## config.mk

```make
export PLATFORM = sky130hd
export DESIGN_NAME = zbuf_mem_ctrl
export DESIGN_NICKNAME = d
export VERILOG_FILES = /design/src/rtl/zbuf_mem_ctrl.sv
export SDC_FILE = /design/constraint.sdc
export NUM_CORES = 1
export LEC_CHECK = 0
export BUFFER_PORTS_ARGS = -buffer_cell sky130_fd_sc_hd__buf_2
export CORE_MARGIN = 5
export CORE_UTILIZATION = 43
export CTS_BUF_LIST = sky130_fd_sc_hd__clkbuf_16
export CTS_CLUSTER_SIZE = 16
export DETAILED_ROUTE_END_ITERATION = 12
export PLACE_DENSITY = 0.81
export SLEW_MARGIN = 20
export SYNTH_ARGS = -nofsm -noshare
export SYNTH_HDL_FRONTEND = slang
export SYNTH_SLANG_ARGS = --single-unit
```

## constraint.sdc

```tcl
create_clock -name clk -period 1.8 [get_ports clk]
set_clock_uncertainty 0.05 [all_clocks]
set_input_delay 0.18 -clock clk [delete_from_list [all_inputs] [get_ports clk]]
set_output_delay 0.18 -clock clk [all_outputs]
set_load 0.005 [all_outputs]
```

## src/rtl/zbuf_mem_ctrl.sv

```systemverilog
// zbuf_mem_ctrl: z-buffer cache miss service, dirty-tile writeback then 8-word tile fill
module zbuf_mem_ctrl #(
    parameter logic [31:0] ZBUF_BASE  = 32'h0000_0000,
    parameter int          LINE_WORDS = 8
) (
    input  logic        clk,
    input  logic        rst,
    input  logic        miss_req,
    input  logic [14:0] miss_block_id,
    input  logic [1:0]  miss_bank,
    input  logic        victim_dirty,
    input  logic [14:0] victim_block_id,
    output logic        busy,
    output logic        miss_done,
    output logic        clean_en,
    output logic [1:0]  clean_bank,
    output logic [4:0]  cache_rd_addr,
    input  logic [31:0] cache_rd_data,
    output logic [4:0]  cache_wr_addr,
    output logic [31:0] cache_wr_data,
    output logic        cache_wr_en,
    output logic [31:0] mem_addr,
    output logic [31:0] mem_wr_data,
    output logic        mem_wr_en,
    output logic        mem_rd_en,
    input  logic        mem_ack,
    input  logic [31:0] mem_rd_data,
    input  logic        mem_rd_valid
);
    localparam logic [2:0] IDLE      = 3'd0;
    localparam logic [2:0] WB_RD     = 3'd1;
    localparam logic [2:0] WB_WR     = 3'd2;
    localparam logic [2:0] FILL_REQ  = 3'd3;
    localparam logic [2:0] FILL_WAIT = 3'd4;
    localparam logic [2:0] DONE      = 3'd5;
    localparam logic [2:0] LAST      = 3'(LINE_WORDS - 1);

    logic [2:0]  state;
    logic [2:0]  idx;
    logic [14:0] blk;
    logic [14:0] vblk;
    logic [1:0]  bank;
    logic [31:0] wdata;
    logic        wb_first;
    logic        last;

    assign last = idx == LAST;

    // sequencer: latch the request in IDLE, walk idx through writeback then fill
    always_ff @(posedge clk) begin
        if (rst) begin
            state    <= IDLE;
            idx      <= 3'd0;
            blk      <= 15'd0;
            vblk     <= 15'd0;
            bank     <= 2'd0;
            wdata    <= 32'd0;
            wb_first <= 1'b0;
        end else begin
            wb_first <= state == WB_RD;
            if (wb_first)
                wdata <= cache_rd_data;
            case (state)
                IDLE: if (miss_req) begin
                    blk   <= miss_block_id;
                    vblk  <= victim_block_id;
                    bank  <= miss_bank;
                    idx   <= 3'd0;
                    state <= victim_dirty ? WB_RD : FILL_REQ;
                end
                WB_RD: state <= WB_WR;
                WB_WR: if (mem_ack) begin
                    idx   <= last ? 3'd0 : idx + 3'd1;
                    state <= last ? FILL_REQ : WB_RD;
                end
                FILL_REQ: if (mem_ack)
                    state <= FILL_WAIT;
                FILL_WAIT: if (mem_rd_valid) begin
                    idx   <= last ? idx : idx + 3'd1;
                    state <= last ? DONE : FILL_REQ;
                end
                DONE: state <= IDLE;
                default: state <= IDLE;
            endcase
        end
    end

    // outputs decoded from state; cache fill and the clean pulse follow the memory handshake directly
    always_comb begin
        busy          = state != IDLE;
        miss_done     = state == DONE;
        mem_wr_en     = state == WB_WR;
        mem_rd_en     = state == FILL_REQ;
        clean_en      = mem_wr_en && mem_ack && last;
        clean_bank    = clean_en ? bank : 2'd0;
        cache_rd_addr = state == WB_RD ? {bank, idx} : 5'd0;
        mem_wr_data   = mem_wr_en ? (wb_first ? cache_rd_data : wdata) : 32'd0;
        mem_addr      = mem_wr_en ? ZBUF_BASE + {12'd0, vblk, idx, 2'b00} :
                        mem_rd_en ? ZBUF_BASE + {12'd0, blk, idx, 2'b00} : 32'd0;
        cache_wr_en   = state == FILL_WAIT && mem_rd_valid;
        cache_wr_addr = cache_wr_en ? {bank, idx} : 5'd0;
        cache_wr_data = cache_wr_en ? mem_rd_data : 32'd0;
    end
endmodule
```

==> results of run 1 <==
-- metrics by stage --
stage	utilization (%)	instances
final	61.47	738
after detailed placement	56.39	720
after global placement	56.39	720
after global routing	61.47	738
after CTS	60.87	736
after floorplan	-	451
-- synth_stat cells, drive strengths merged, types with 2 or more instances --
| master | number |
|---|---|
| clkbuf | 17 |
| nor4b | 2 |
| nor2b | 2 |
| nand3 | 2 |
| nor3b | 2 |
| o21ai | 2 |
| nand2b | 5 |
| buf | 31 |
| and2 | 48 |
| dfxtp | 71 |
| o211ai | 2 |
| ha | 2 |
| mux2i | 52 |
| nor2 | 82 |
| nand2 | 66 |
| inv | 2 |
| a21oi | 35 |
-- power breakdown --
part / leakage [nW] / total, W / internal, W / switching, W
Clock: 0.157 / 0.00193 / 0.00123 / 0.000704
Combinational: 1.70 / 0.000660 / 0.000303 / 0.000357
Sequential: 0.582 / 0.00172 / 0.00167 / 0.0000567
Total: 2.44 / 0.00432 / 0.00320 / 0.00112
-- critical path, delay by kind of cell, from the launching register on --
family | cells | cell delay, ns
fa+ha+maj | 2 | 0.37
flops | 1 | 0.36
buf+inv | 1 | 0.12
simple gates | 2 | 0.31
-- flip-flops by register name (all words and copies together) (netlist names) --
name      cells
wdata        32
bank          2
blk          15
wb_first      1
idx           3
state         3
vblk         15
-- area by class of cell --
cell class                      instances  area [µm²]
Inverter                                2       21.27
Multi-Input combinational cell        330        1919
Tap cell                              105       131.4
Antenna cell                            1       2.502
Clock buffer                            9       225.2
Timing Repair Buffer                  212        1130
Timing Repair inverter                  1       6.256
Clock inverter                          7       102.6
Sequential cell                        71        1436
Fill cell                             749        3118
-- per-layer routing --
layer / track usage, % / part of all wire (%) / vias up
met4: 8.912 / 2.2 / 0
met5: 0 / 0 / -
met3: 4.014 / 7.4 / 16
met1: 19.28 / 36 / 1643
li1: - / - / 1766
met2: 35.68 / 55 / 127
-- cell families (layout without fill, tap and decap cells) --
group | Yosys count | count (layout)
other cells | 1 | 15
compound gates | 43 | 43
fa+ha+maj | 2 | 2
buf+inv | 50 | 231
simple gates | 218 | 218
mux | 52 | 52
xor+xnor | 1 | 1
flops | 71 | 71
-- final timing paths --
| kind | cells after the start | slack, ns | to |
|---|---|---|---|
| setup reg to reg | 4 | 0.27 | blk[10]$_SDFFE_PP0P_ |
| hold reg to reg | 2 | 0.40 | blk[3]$_SDFFE_PP0P_ |
| setup / recovery | 5 | 0.09 | clean_bank[0] |
| hold / removal | 3 | 0.04 | blk[10]$_SDFFE_PP0P_ |
-- repair_timing --
item	in CTS	in global routing
resized for setup	11	9
pin swaps	0	0
cloned	0	1
endpoints found under the setup margin	93	71
==> results.toml, run 1 <==
[timing]
fmax_mhz = 584.3
hold_slack_ns = 0.03867
finalCriticalPeriod_ns = 1.711
maxSlewViolCount = 0
setup_ws_ns = 0.08850
rsz0062_at_grt = "false"
min_period_over_period_pct = 95.08
finalSetupViolCount = 0
tns_ns = 0
final_hold_viol_count = 0

[grt]
grt_use_total_pct = 18.75
grt_max_degree = 41
antenna_found_initial = 1
grt_pass1_wl_um = 15400
grt_pass1_vias = 3395
overflow = 0

[layout]
finish.instance_area_mm2 = 0.004975
drive_gt1_share_pct = 38.77
layout_commonest_cell = "buf_2"
fin_nets = 731
area_growth_pct = 41.09
final_cell_mix = "buf_2, nor2_1, nand2_1, dfxtp_1, mux2i_1"

[logic_synthesis]
async_reset_ff_share_pct = 0
ys_types = 35
yosysWarnings = 0
synthSimpleGateAreaFrac_pct = 28.92
synthCells = 438
synth_area_leaders = "dfxtp_1, mux2i_1, nor2_1"
synth_edf_count = 0
synth.mux.area_fraction_pct = 14.76
syn_area_per_cell_um2 = 8.050
synth-xor-area-share_pct = 0.2484
yosys.area_share.adder_pct = 0.7097
synth-seq-area-share_pct = 40.31
synth_ff_type = "dfxtp_1"
synth_top_family_by_area = "simple AND/OR/NAND/NOR gates"
synth_area_mm2 = 0.003526
synth_largest_area_cell = "dfxtp_1"
synth_top_area_share_pct = 40.31
synth_compound_area_share_pct = 6.813
ys_seq_elements = 71

[routing]
drc = 0
ant_nets = 0
wl_um = 10120
vias = 3552
drtPass1Iterations = 4
vias_per_cell = 4.813
wire_per_inst_um = 13.71
drtIter0Drc = 94

[setup_path]
r2r-start = "state[2]$_SDFFE_PP0P_"
startpoint = "idx[0]$_SDFFE_PP0P_"
cp.arrival_ns = 1.48
cp_cell_sequence = "ha_2 -> ha_4 -> and3_4 -> and2_1 -> buf_2"
cp-start-kind = "register"
critPathCaptureType = "output port"
crit_fanout = 6
crit_type = "register to output port"
slowest_delay_ns = 0.36
cp_slowest_cell = "dfxtp_4"
critPathRequiredTime_ns = 1.57

[power_and_ir_drop]
powerDensity_mw_per_mm2 = 867.8
p_total_w = 0.004317
vdd_ir_drop_max_uv = 534.1
p_leak_nw = 2.435

[place]
place_area_mm2 = 0.004563
port_buffers = 201
dp_hpwl_um = 7779
place.gp.congestion = 0.8293
pre_cts_slack_ns = 0.1326

[die]
core_area_mm2 = 0.008093
die-area_mm2 = 0.01011
start_util_pct = 43.57
die_h_um = 100.6
die_w_um = 100.6
num_io_pins = 216
num_rows = 33

[clock_network]
ctsHoldBuffers = 0
cts_setup_buffers = 0
clk_path_buf_depth = 2
cts_sinks = 71
clockRootBuffer = "clkbuf_16"
numCtsBuffers = 9
cts_tree = "built"
htreeDepth = 3
insertion_delay_ns = 0.32
path_clk_slew_ns = 0.06

[hold_path]
min-delay-start = "miss_block_id[10]"
hold_path_class = "input pin to register"

[job]
cap_violations = 0

[run_status]
status = "complete, no violations"
Note: power is estimated with default switching activity, not from simulation.
==> inputs of run 2 (changes only) <==
CORE_MARGIN = 8   (was 5)
HOLD_SLACK_MARGIN = 0.05   (was not set)
==> run 2 against run 1 <==
Clock-buffer cell count unchanged. Die area rose by 12%. Critical path depth unchanged. Clock power rose by 3%. Core utilization up 3.0 points. Total power up 2.6%. Sequential power hardly changed. Final area up 4.9%. Largest cell class unchanged.
==> results.toml, run 2 (synthesis gave the netlist of run 1 again) <==
[timing]
final_hold_viol_count = 0
worst_pin_slew_ns = 0.5653
min_period_over_period_pct = 96.23
setup_ws_ns = 0.06795
finalSetupViolCount = 0
max-slew-margin-rel_pct = 62.31
maxSlewViolCount = 0
fmax_mhz = 577.4
rsz0062_at_grt = "true"
tns_ns = 0
finalCriticalPeriod_ns = 1.732

[layout]
area_growth_pct = 48.01
antenna_cells = 0
top_register = "wdata"
layout_commonest_cell = "buf_2"
largestRegisters = "wdata (32), blk (15), vblk (15)"
fillers = 693
fin_nets = 754
largest_reg_flops = 32
drive_gt1_share_pct = 37.00
finish.instance_area_mm2 = 0.005219
final_core_util_pct = 64.49
final_cell_mix = "buf_2, nor2_1, nand2_1, dfxtp_1, mux2i_1"

[setup_path]
crit_fanout = 15
ff2ff_setup_slack_ns = 0.28
critPathCaptureType = "output port"
critPathRequiredTime_ns = 1.57
cp-start-kind = "register"
crit_type = "register to output port"
r2r-start = "state[2]$_SDFFE_PP0P_"
worstReg2RegEnd = "bank[0]$_SDFFE_PP0P_"
reg2reg_depth = 4
cp.arrival_ns = 1.50

[power_and_ir_drop]
switching_share_pct = 24.34
p_leak_nw = 2.537
powerDensity_mw_per_mm2 = 848.9
intPower_w = 0.003352
switching_power_w = 0.001078
vdd_ir_drop_max_uv = 551.8
p_seq_share_pct = 39.0
p_clk_share_pct = 44.8
combPwrFrac_pct = 16.2

[clock_network]
htreeDepth = 3
clockRootBuffer = "clkbuf_16"
cts_sinks = 71
insertion_delay_ns = 0.32
cts_tree = "built"
cts_setup_buffers = 0
path_clk_slew_ns = 0.05
numCtsBuffers = 9
clk_path_buf_depth = 2

[die]
num_io_pins = 216
num_rows = 33
start_util_pct = 43.57
die_h_um = 106.6
die_w_um = 106.6
die-area_mm2 = 0.01135
core_area_mm2 = 0.008093

[routing]
ant_nets = 0
wl_um = 11720
drtPass1Iterations = 4
vias = 3648
drc = 0
wire_per_inst_um = 15.45
vias_per_cell = 4.806
drtIter0Drc = 158

[job]
cap_violations = 0

[hold_path]
hold_path_class = "input pin to register"
hold_path_depth = 3
hold-path-endpoint = "vblk[2]$_SDFFE_PP0P_"
min-delay-start = "victim_block_id[2]"

[grt]
grt_max_degree = 39
grt_pass1_wl_um = 17840
overflow = 0
grt_use_total_pct = 19.38
grt_pass1_vias = 3581
antenna_found_initial = 1

[place]
dp_hpwl_um = 8760
place_area_mm2 = 0.004591
port_buffers = 201
place.gp.congestion = 0.9083
pre_cts_slack_ns = 0.2190

[run_status]
status = "complete, no violations"
## run 2: cell types whose count changed in the layout (fill, tap and decap cells not counted), sizes merged
cell         before  now
dlygate4sd3       0   22
inv               5    1
buf             212  214
bufinv            3    4
clkinv            1    2
diode             1    0
## run 2: cell type report
cell class	instances	area, µm²	share of cell area, %
flip-flops and latches	71	1433	27.45
clock buffers	9	225.2	4.316
clock inverters	6	110.1	2.110
repair buffers	236	1381	26.47
multi-input cells	330	1917	36.73
inverters	2	21.27	0.4076
well taps	105	131.4	2.517
## run 2: metal layers
metal,vias to the layer above,share of wire (%),GRT usage [%]
met5,-,0.15,0
met4,2,3.2,10.25
met3,24,8.8,5.445
met2,157,53,36.95
met1,1659,34,18.34
li1,1806,-,-
## run 2: through the flow
stage	total power [W]	std cells	hold WS, ns
floorplan	0.002176	451	0.2660
global placement	0.002404	722	0.3721
detailed placement	0.002426	722	0.3780
CTS	0.004459	758	0.05126
global route	0.004620	759	0.07160
finish	0.004430	759	0.06079
## run 2: critical path, cell delays in order, from the launching register on
cell      delay [ns]
dfxtp_4         0.38
buf_4           0.19
nand2b_1        0.16
buf_6           0.16
nor2_1          0.15
buf_2           0.15
## run 2: power groups by stage
stage,sequential (W),clock [W],combinational (W)
after global placement,0.00175,0,0.000650
after detailed placement,0.00176,0,0.000664
final,0.00173,0.00198,0.000718
after global routing,0.00174,0.00209,0.000789
after floorplan,0.00173,0,0.000446
after CTS,0.00173,0.00203,0.000703
## run 2: how the worst max path moves through the flow
stage / from / endpoint / slack, ns / depth (start not counted)
2_1_floorplan: state[2]$_SDFFE_PP0P_ / bank[1]$_SDFFE_PP0P_ / 0.32 / 6
3_3_place_gp: state[0]$_SDFFE_PP0P_ / cache_rd_addr[0] / 0.26 / 4
3_5_place_dp: idx[0]$_SDFFE_PP0P_ / state[1]$_SDFFE_PP0P_ / 0.22 / 5
4_1_cts: wb_first$_SDFF_PP0_ / mem_wr_data[9] / 0.02 / 4
5_1_grt: state[1]$_SDFFE_PP0P_ / cache_wr_addr[3] / -0.02 / 4
6_report: state[2]$_SDFFE_PP0P_ / mem_addr[18] / 0.07 / 5
## run 2: repair_timing
| item | in CTS | in global routing |
|---|---|---|
| pin swaps | 0 | 0 |
| gates resized for setup | 8 | 8 |
| endpoints found under the hold margin | 21 | 1 |
| cloned | 0 | 0 |
| endpoints found under the setup margin | 81 | 65 |
| hold buffers | 21 | 1 |
==> inputs of run 3 (changes only) <==
clock period = 1.7 ns   (was 1.8 ns; I/O delays follow)
==> run 3 against run 2 <==
First-iteration DRC count decreased by 8.9%. Routed wire length rose by 3.3%. Sequential share of layout area is 0.62 points lower. Clock power is 9% lower. Clock-buffer cell count stayed put. Final area is 2.7% higher. Register-to-register slack got worse by 0.16 ns. Worst hold slack got worse by 0.0073 ns. Critical endpoint is now clean_bank[0]. Largest cell class unchanged. Largest power group is now registers.
==> results.toml, run 3 (synthesis gave the netlist of run 1 again) <==
[job]
cap_violations = 0

[layout]
top_register = "wdata"
fin_nets = 766
area_growth_pct = 51.95
final_cell_mix = "buf_2, nor2_1, dfxtp_1, nand2_1, mux2i_1"
largestRegisters = "wdata (32), blk (15), vblk (15)"
fin_cells = 773
largest_reg_flops = 32
layout_commonest_cell = "buf_2"
drive_gt1_share_pct = 40.03
finish.instance_area_mm2 = 0.005358
fillers = 668

[setup_path]
slowest_delay_ns = 0.36
cp_cell_sequence = "ha_2 -> ha_4 -> and3_4 -> and2_4 -> buf_2"
worstReg2RegEnd = "state[1]$_SDFFE_PP0P_"
critPathBufInv = 1
startpoint = "idx[0]$_SDFFE_PP0P_"
crit_type = "register to output port"
critPathRequiredTime_ns = 1.48
reg2reg_depth = 6
critPathCaptureType = "output port"
ff2ff_setup_slack_ns = 0.12
crit_family = "flip-flops"
r2r-start = "idx[0]$_SDFFE_PP0P_"
crit_fanout = 6
cp.arrival_ns = 1.45
cp_slowest_cell = "dfxtp_4"
path_depth = 5
cp-start-kind = "register"

[clock_network]
cts_sinks = 71
numCtsBuffers = 9
insertion_delay_ns = 0.32
path_clk_slew_ns = 0.05
clk_path_buf_depth = 2
cts_tree = "built"
htreeDepth = 3
clockRootBuffer = "clkbuf_16"

[grt]
grt_max_degree = 39
grt_use_total_pct = 19.73
antenna_found_initial = 1
overflow = 0
grt_pass1_wl_um = 18400
grt_pass1_vias = 3812

[die]
num_io_pins = 216
die_h_um = 106.6
num_rows = 33
start_util_pct = 43.57
core_area_mm2 = 0.008093
die-area_mm2 = 0.01135
die_w_um = 106.6

[place]
place.gp.congestion = 0.9049
dpl.cell_count = 725
port_buffers = 201
dp_hpwl_um = 8868
place_area_mm2 = 0.004601

[power_and_ir_drop]
powerDensity_mw_per_mm2 = 833.4
p_leak_nw = 2.582
p_clk_share_pct = 40.4
combPwrFrac_pct = 18.6
intPower_w = 0.003292
switching_share_pct = 26.28
vdd_ir_drop_max_uv = 656.2
switching_power_w = 0.001174
p_seq_share_pct = 41.0

[routing]
drc = 0
vias_per_cell = 4.842
wl_um = 12110
wire_per_inst_um = 15.67
drtIter0Drc = 144
vias = 3743
ant_nets = 0
drtPass1Iterations = 4

[hold_path]
hold-path-endpoint = "vblk[2]$_SDFFE_PP0P_"
min-delay-start = "victim_block_id[2]"
hold_path_depth = 3
hold_path_class = "input pin to register"

[timing]
final_hold_viol_count = 0
min_period_over_period_pct = 97.97
fmax_mhz = 600.4
maxSlewViolCount = 0
finalSetupViolCount = 0
finalCriticalPeriod_ns = 1.665

[run_status]
status = "complete, no violations"
==> run 3: cell count changes in the layout (fill, tap and decap cells not counted), moves of 4 or more <==
cell     before  now
nor2_1       82   78
mux2i_1      52   46
buf_4         7   13
mux2i_2       0    6
==> run 3: worst register-to-register path, stage by stage (launching register included) <==
cell and delay [ns]:
dfxtp_4 0.36, ha_2 0.19, ha_4 0.16, buf_4 0.15, or3b_1 0.36, a21oi_1 0.14
o21a_1 0.12
==> run 3: per-layer routing <==
metal  GRT usage (%)  wire length, µm
met4           10.65              486
met1           18.57             4247
met2           37.49             6399
met3           5.747              981
met5               0                0
==> run 3: layout make-up <==
class	count	area, µm²	area share, %
clock inverters	7	63.81	1.191
well taps	105	131.4	2.452
clock buffers	9	225.2	4.204
multi-input cells	330	1972	36.81
inverters	2	20.02	0.3737
diodes	1	2.502	0.04671
repair buffers	248	1505	28.09
flip-flops and latches	71	1438	26.83
==> run 3: worst max path at each step <==
stage	slack [ns]	end
floorplan	0.22	bank[1]$_SDFFE_PP0P_
global placement	0.20	state[1]$_SDFFE_PP0P_
detailed placement	0.18	state[1]$_SDFFE_PP0P_
CTS	-0.03	cache_rd_addr[0]
global route	-0.007	mem_wr_data[20]
finish	0.03	clean_bank[0]
==> run 3: power groups by stage <==
stage / combinational, W / clock [W] / sequential, W
2_1_floorplan: 0.000472 / 0 / 0.00183
3_3_place_gp: 0.000702 / 0 / 0.00185
3_5_place_dp: 0.000715 / 0 / 0.00186
4_1_cts: 0.000786 / 0.00185 / 0.00182
5_1_grt: 0.000902 / 0.00190 / 0.00184
6_report: 0.000830 / 0.00181 / 0.00183
==> run 3: repair_timing <==
action	4_1_cts	5_1_grt
setup buffers	2	3
endpoints found under the hold margin	25	0
gates cloned	0	1
resized for setup	20	22
hold buffers	25	0
setup endpoints to repair	78	90
pin swaps	1	2
==> run 3: through the flow <==
| step | setup WS [ns] | total power (W) | utilization, % | setup TNS (ns) | hold slack (ns) |
|---|---|---|---|---|---|
| after floorplan | 0.2187 | 0.002304 | - | 0 | 0.2560 |
| after global placement | 0.2043 | 0.002552 | 56.85 | 0 | 0.3620 |
| after detailed placement | 0.1757 | 0.002572 | 56.85 | 0 | 0.3650 |
| after CTS | -0.02618 | 0.004457 | 64.83 | -0.08395 | 0.05024 |
| after global routing | -0.007261 | 0.004646 | 66.20 | -0.01708 | 0.05337 |
| final | 0.03453 | 0.004465 | 66.20 | 0 | 0.05354 |
